`src/rtl/minibyte_ctrl.sv`:
```
// minibyte_ctrl: multi-cycle control unit for the minibyte CPU.
// Decodes opcodes, sequences the A/M/PC datapath and keeps Z/N.
module minibyte_ctrl (
   input  logic       clk_in,
   input  logic       rst_in,
   input  logic [7:0] data_in,
   input  logic       flag_z_in,
   input  logic       flag_n_in,
   output logic       set_a_out,
   output logic       set_m_out,
   output logic       set_pc_out,
   output logic       inc_pc_out,
   output logic       addr_mux_out,
   output logic [2:0] alu_op_out,
   output logic       we_out,
   output logic       halted_out
);

   typedef enum logic [1:0] {
      S_FETCH,
      S_OPER,
      S_EXEC,
      S_HALT
   } state_t;

   localparam logic [2:0] ALU_PASS_B = 3'd0;
   localparam logic [2:0] ALU_ADD    = 3'd1;
   localparam logic [2:0] ALU_SUB    = 3'd2;
   localparam logic [2:0] ALU_AND    = 3'd3;
   localparam logic [2:0] ALU_OR     = 3'd4;
   localparam logic [2:0] ALU_XOR    = 3'd5;
   localparam logic [2:0] ALU_PASS_A = 3'd6;

   state_t     r_state;
   state_t     w_next;
   logic [7:0] r_ir;
   logic       r_z;
   logic       r_n;

   logic [3:0] w_op;
   logic       w_direct;
   logic       w_is_ld_alu;
   logic       w_is_sta;
   logic       w_is_jmp;
   logic       w_is_bz;
   logic       w_is_bn;
   logic       w_taken;
   logic [2:0] w_alu_sel;

   logic [3:0] w_f_op;
   logic       w_f_halt;
   logic       w_f_single;

   logic       w_set_a;
   logic       w_set_m;
   logic       w_set_pc;
   logic       w_inc_pc;
   logic       w_addr_mux;
   logic [2:0] w_alu_op;
   logic       w_we;
   logic       w_halted;
   logic       w_unused;

   assign w_op     = r_ir[7:4];
   assign w_direct = r_ir[3];
   assign w_unused = ^r_ir[2:0];

   always_comb begin
      w_is_ld_alu = 1'b0;
      w_is_sta    = 1'b0;
      w_is_jmp    = 1'b0;
      w_is_bz     = 1'b0;
      w_is_bn     = 1'b0;
      w_alu_sel   = ALU_PASS_B;
      unique case (1'b1)
         (w_op == 4'h1): w_is_ld_alu = 1'b1;
         (w_op == 4'h2): w_is_sta    = 1'b1;
         (w_op == 4'h3): begin
            w_is_ld_alu = 1'b1;
            w_alu_sel   = ALU_ADD;
         end
         (w_op == 4'h4): begin
            w_is_ld_alu = 1'b1;
            w_alu_sel   = ALU_SUB;
         end
         (w_op == 4'h5): begin
            w_is_ld_alu = 1'b1;
            w_alu_sel   = ALU_AND;
         end
         (w_op == 4'h6): begin
            w_is_ld_alu = 1'b1;
            w_alu_sel   = ALU_OR;
         end
         (w_op == 4'h7): begin
            w_is_ld_alu = 1'b1;
            w_alu_sel   = ALU_XOR;
         end
         (w_op == 4'h8): w_is_jmp = 1'b1;
         (w_op == 4'h9): w_is_bz  = 1'b1;
         (w_op == 4'hA): w_is_bn  = 1'b1;
         default: ;
      endcase
   end

   assign w_taken = (w_is_bz & r_z) | (w_is_bn & r_n);

   // Opcode byte is still on data_in during FETCH, IR not yet loaded
   assign w_f_op     = data_in[7:4];
   assign w_f_halt   = (w_f_op == 4'hF);
   assign w_f_single = (w_f_op == 4'h0) |
                       ((w_f_op >= 4'hB) & (w_f_op <= 4'hE));

   always_comb begin
      w_next     = r_state;
      w_set_a    = 1'b0;
      w_set_m    = 1'b0;
      w_set_pc   = 1'b0;
      w_inc_pc   = 1'b0;
      w_addr_mux = 1'b0;
      w_alu_op   = ALU_PASS_B;
      w_we       = 1'b0;
      w_halted   = 1'b0;
      unique case (r_state)
         S_FETCH: begin
            w_inc_pc = 1'b1;
            if (w_f_halt)
               w_next = S_HALT;
            else if (w_f_single)
               w_next = S_FETCH;
            else
               w_next = S_OPER;
         end
         S_OPER: begin
            w_next = S_FETCH;
            if (w_is_ld_alu && !w_direct) begin
               w_alu_op = w_alu_sel;
               w_set_a  = 1'b1;
               w_inc_pc = 1'b1;
            end else if (w_is_ld_alu || w_is_sta) begin
               w_set_m  = 1'b1;
               w_inc_pc = 1'b1;
               w_next   = S_EXEC;
            end else if (w_is_jmp || w_taken) begin
               w_set_pc = 1'b1;
            end else begin
               w_inc_pc = 1'b1;
            end
         end
         S_EXEC: begin
            w_addr_mux = 1'b1;
            w_next     = S_FETCH;
            if (w_is_ld_alu) begin
               w_alu_op = w_alu_sel;
               w_set_a  = 1'b1;
            end else if (w_is_sta) begin
               w_alu_op = ALU_PASS_A;
               w_we     = 1'b1;
            end
         end
         S_HALT: begin
            w_halted = 1'b1;
         end
      endcase
   end

   // Reset masks every strobe so an aborted STA never writes
   assign set_a_out    = w_set_a    & ~rst_in;
   assign set_m_out    = w_set_m    & ~rst_in;
   assign set_pc_out   = w_set_pc   & ~rst_in;
   assign inc_pc_out   = w_inc_pc   & ~rst_in;
   assign addr_mux_out = w_addr_mux & ~rst_in;
   assign alu_op_out   = rst_in ? 3'd0 : w_alu_op;
   assign we_out       = w_we       & ~rst_in;
   assign halted_out   = w_halted   & ~rst_in;

   always_ff @(posedge clk_in) begin
      if (rst_in) begin
         r_state <= S_FETCH;
         r_ir    <= 8'h00;
         r_z     <= 1'b0;
         r_n     <= 1'b0;
      end else begin
         r_state <= w_next;
         if (r_state == S_FETCH)
            r_ir <= data_in;
         if (w_set_a) begin
            r_z <= flag_z_in;
            r_n <= flag_n_in;
         end
      end
   end

endmodule

```
`config.mk`:
```
export PLATFORM = sky130hd
export DESIGN_NAME = minibyte_ctrl
export DESIGN_NICKNAME = d
export VERILOG_FILES = /design/src/rtl/minibyte_ctrl.sv
export SDC_FILE = /design/constraint.sdc
export NUM_CORES = 1
export LEC_CHECK = 0
export ABC_AREA = 1
export CORE_UTILIZATION = 47
export CTS_CLUSTER_DIAMETER = 60
export DETAILED_ROUTE_END_ITERATION = 7
export PLACE_DENSITY_LB_ADDON = 0.3
export SLEW_MARGIN = 20
export SYNTH_ARGS = -nofsm -noshare
export SYNTH_HDL_FRONTEND = slang
export SYNTH_SLANG_ARGS = --single-unit
```
`constraint.sdc`:
```
create_clock -name clk_in -period 4 [get_ports clk_in]
set_input_delay 0.4 -clock clk_in [delete_from_list [all_inputs] [get_ports clk_in]]
set_output_delay 0.4 -clock clk_in [all_outputs]
set_load 0.03 [all_outputs]
```
==> impl_metrics.csv <==
group,metric,value,unit
outcome,status,"complete, no violations",
route,via_per_inst,5.14,
power,p_per_area,305,mW/mm²
layout,instances_no_fill,136,
cts,holdBufCountCts,0,
setup_path,cp.arrival,2270,ps
layout,drive_gt1_frac,0.182,
setup_path,cp_cell_sequence,"inv_1 -> ha_1 -> inv_1 -> nor2_2 -> nand2_2 -> nor3_2 -> clkdlybuf4s50_1",
yosys,yosysWarnings,0,
layout,postLayoutCoreUtil,0.674,
floorplanning,die_h,39.8,µm
timing,hold_viol_final,0,
layout,regArea,180,µm²
yosys,synthDistinctLibCells,22,
cts,h-tree-depth,1,
timing,report.final.setup_viol,0,
cts,cts_buffer_depth,2,
placement,port_buffers,18,
setup_path,slowest_stage,"clkdlybuf4s50_1",
setup_path,cp-end-kind,"primary output",
global_routing,antenna_found_initial,0,
cts,clk_pin_slew,60,ps
cts,cts_buffers,3,
cts,post_cts_resized,0,
timing,drv_slew,0,
cts,clkLatencyLatePin,260,ps
yosys,ys_top_cells_by_area,"dfxtp_1 27%, a21oi_1 8.2%, ha_1 7.4%",
flow_run,max-cap-violations,0,
layout,diodes,0,
yosys,synthCells,101,
route,ant_nets,0,
timing,final.setup.tns,0,ps
yosys,avgSynthCellArea,6.66,µm²
timing,maxSlewHeadroom,0.735,
yosys,yosysSeqAreaShare,0.268,
layout,fin_nets,138,
setup_path,crit_required,3600,ps
setup_path,crit_start,"r_state[0]",
cts,postCtsSetupBuffers,0,
setup_path,crit_top_cell,"inv_1",
power,leakagePower,0.376,nW
placement,hpwl,1.29,mm
cts,cts.sinks,9,
global_routing,grt_pass1_wl,2.63,mm
route,via_count,699,
layout,fillers,123,
timing,fmax,374,MHz
cts,cts_tree,"done",
timing,tightest_slew,396,ps
global_routing,grt_max_degree,12,
setup_path,start_kind,"flop",
setup_path,critPathMaxFanout,7,
min_path,min-delay-start,"r_ir[3]",
power,irDropWorstVdd,183,µV
route,drt-total-wl,1.55,mm
placement,place_congestion,0.820,
yosys,synth_top_area_frac,0.268,
min_path,min_path_type,"reg2reg",
global_routing,first_global_vias,632,
route,drcViolationCount,0,
route,first_pass_iters,4,
layout,multi_input_area,417,µm²
timing,hold_ws,509,ps
timing,rsz0062_at_grt,"false",
timing,fin_skew,0.228,ps
yosys,yosysTopAreaCell,"dfxtp_1",
setup_path,r2r_start,"r_state[0]",
layout,final_common_cell,"clkdlybuf4s50_1",
yosys,syn_area,673,µm²
floorplanning,die_x,39.8,µm
floorplanning,die_area,0.00159,mm²
timing,fin_crit_sh,0.668,
route,wl_per_cell,11.4,µm
global_routing,grt_overflow,0,
timing,fin_crit,2670,ps
yosys,synth-seq-cells,9,
layout,area_growth,32.0,%
cts,cts_root_buf,"clkbuf_4",
floorplanning,core,0.00132,mm²
global_routing,grt_usage,0.257,
floorplanning,initial_core_util,0.511,
setup_path,regToRegSetupSlack,2690,ps
layout,most-common-layout-cells,"18 x clkdlybuf4s50_1, 13 x nor2_1, 12 x inv_1",
setup_path,slowest_delay,680,ps
route,first_iter_violations,13,
yosys,synthesis.nets,117,
setup_path,critical_path_class,"reg2out",
floorplanning,io-pin-count,22,
placement,dp.cells,132,
floorplanning,row_count,13,
==> cell usage after synthesis, drive strengths merged <==
library cell / number
buf: 2
dfxtp: 9
o22ai: 1
nand3: 8
nor3: 2
ha: 4
nor2: 14
o2111ai: 1
nand2: 21
o21ai: 9
a21oi: 12
nand4: 1
inv: 17
==> layout make-up <==
| cell class | count | area share |
|---|---|---|
| inverter | 17 | 0.0746 |
| timing repair buffer | 18 | 0.203 |
| sequential | 9 | 0.203 |
| tap | 15 | 0.0211 |
| clock buffer | 4 | 0.0296 |
| multi-input combinational | 73 | 0.469 |
==> state kept, by name (all words and copies together) (netlist names) <==
signal,cells
r_ir,5
r_z,1
r_state,2
r_n,1
==> path summary, 6_finish.rpt <==
check	endpoint	cells past startpoint
setup / recovery	alu_op_out[0]	7
hold / removal	r_ir[3]	2
setup reg to reg	r_state[1]	5
hold reg to reg	r_ir[3]	2
==> layer usage <==
metal,track usage,part of all wire,vias up
li1,-,-,369
met1,0.290,0.42,302
met2,0.447,0.52,24
met3,0.0511,0.038,4
met4,0.129,0.019,0
met5,0,0,-
==> cell families after synthesis <==
kind of cell	count (synthesis)	synth area share
and+or+nand+nor	46	0.361
AOI/OAI and AO/OA	23	0.184
buffers and inverters	19	0.113
DFF	9	0.268
adders and majority gates	4	0.0744
==> stage by stage <==
step	power (mW)	instance area (µm²)	worst slack, ps
floorplan	0.174	673	2140
global placement	0.196	862	1460
detailed placement	0.200	862	1440
CTS	0.273	888	1310
global route	0.289	888	1160
finish	0.271	888	1330
==> critical path: cells and delay by family (launching register included) <==
| family | cells | cell delay (ps) |
|---|---|---|
| fa+ha+maj | 1 | 400 |
| buf+inv | 3 | 870 |
| simple gates | 3 | 350 |
| flops | 1 | 380 |
==> report_power, final <==
part | leakage, nW | total [mW] | switching [mW] | internal (mW)
logic | 0.286 | 0.0911 | 0.0572 | 0.0339
clock network | 0.0150 | 0.0724 | 0.0338 | 0.0386
registers | 0.0743 | 0.107 | 0.00874 | 0.0983
total | 0.376 | 0.271 | 0.0997 | 0.171
No activity file was read; power rests on OpenSTA's default activity.
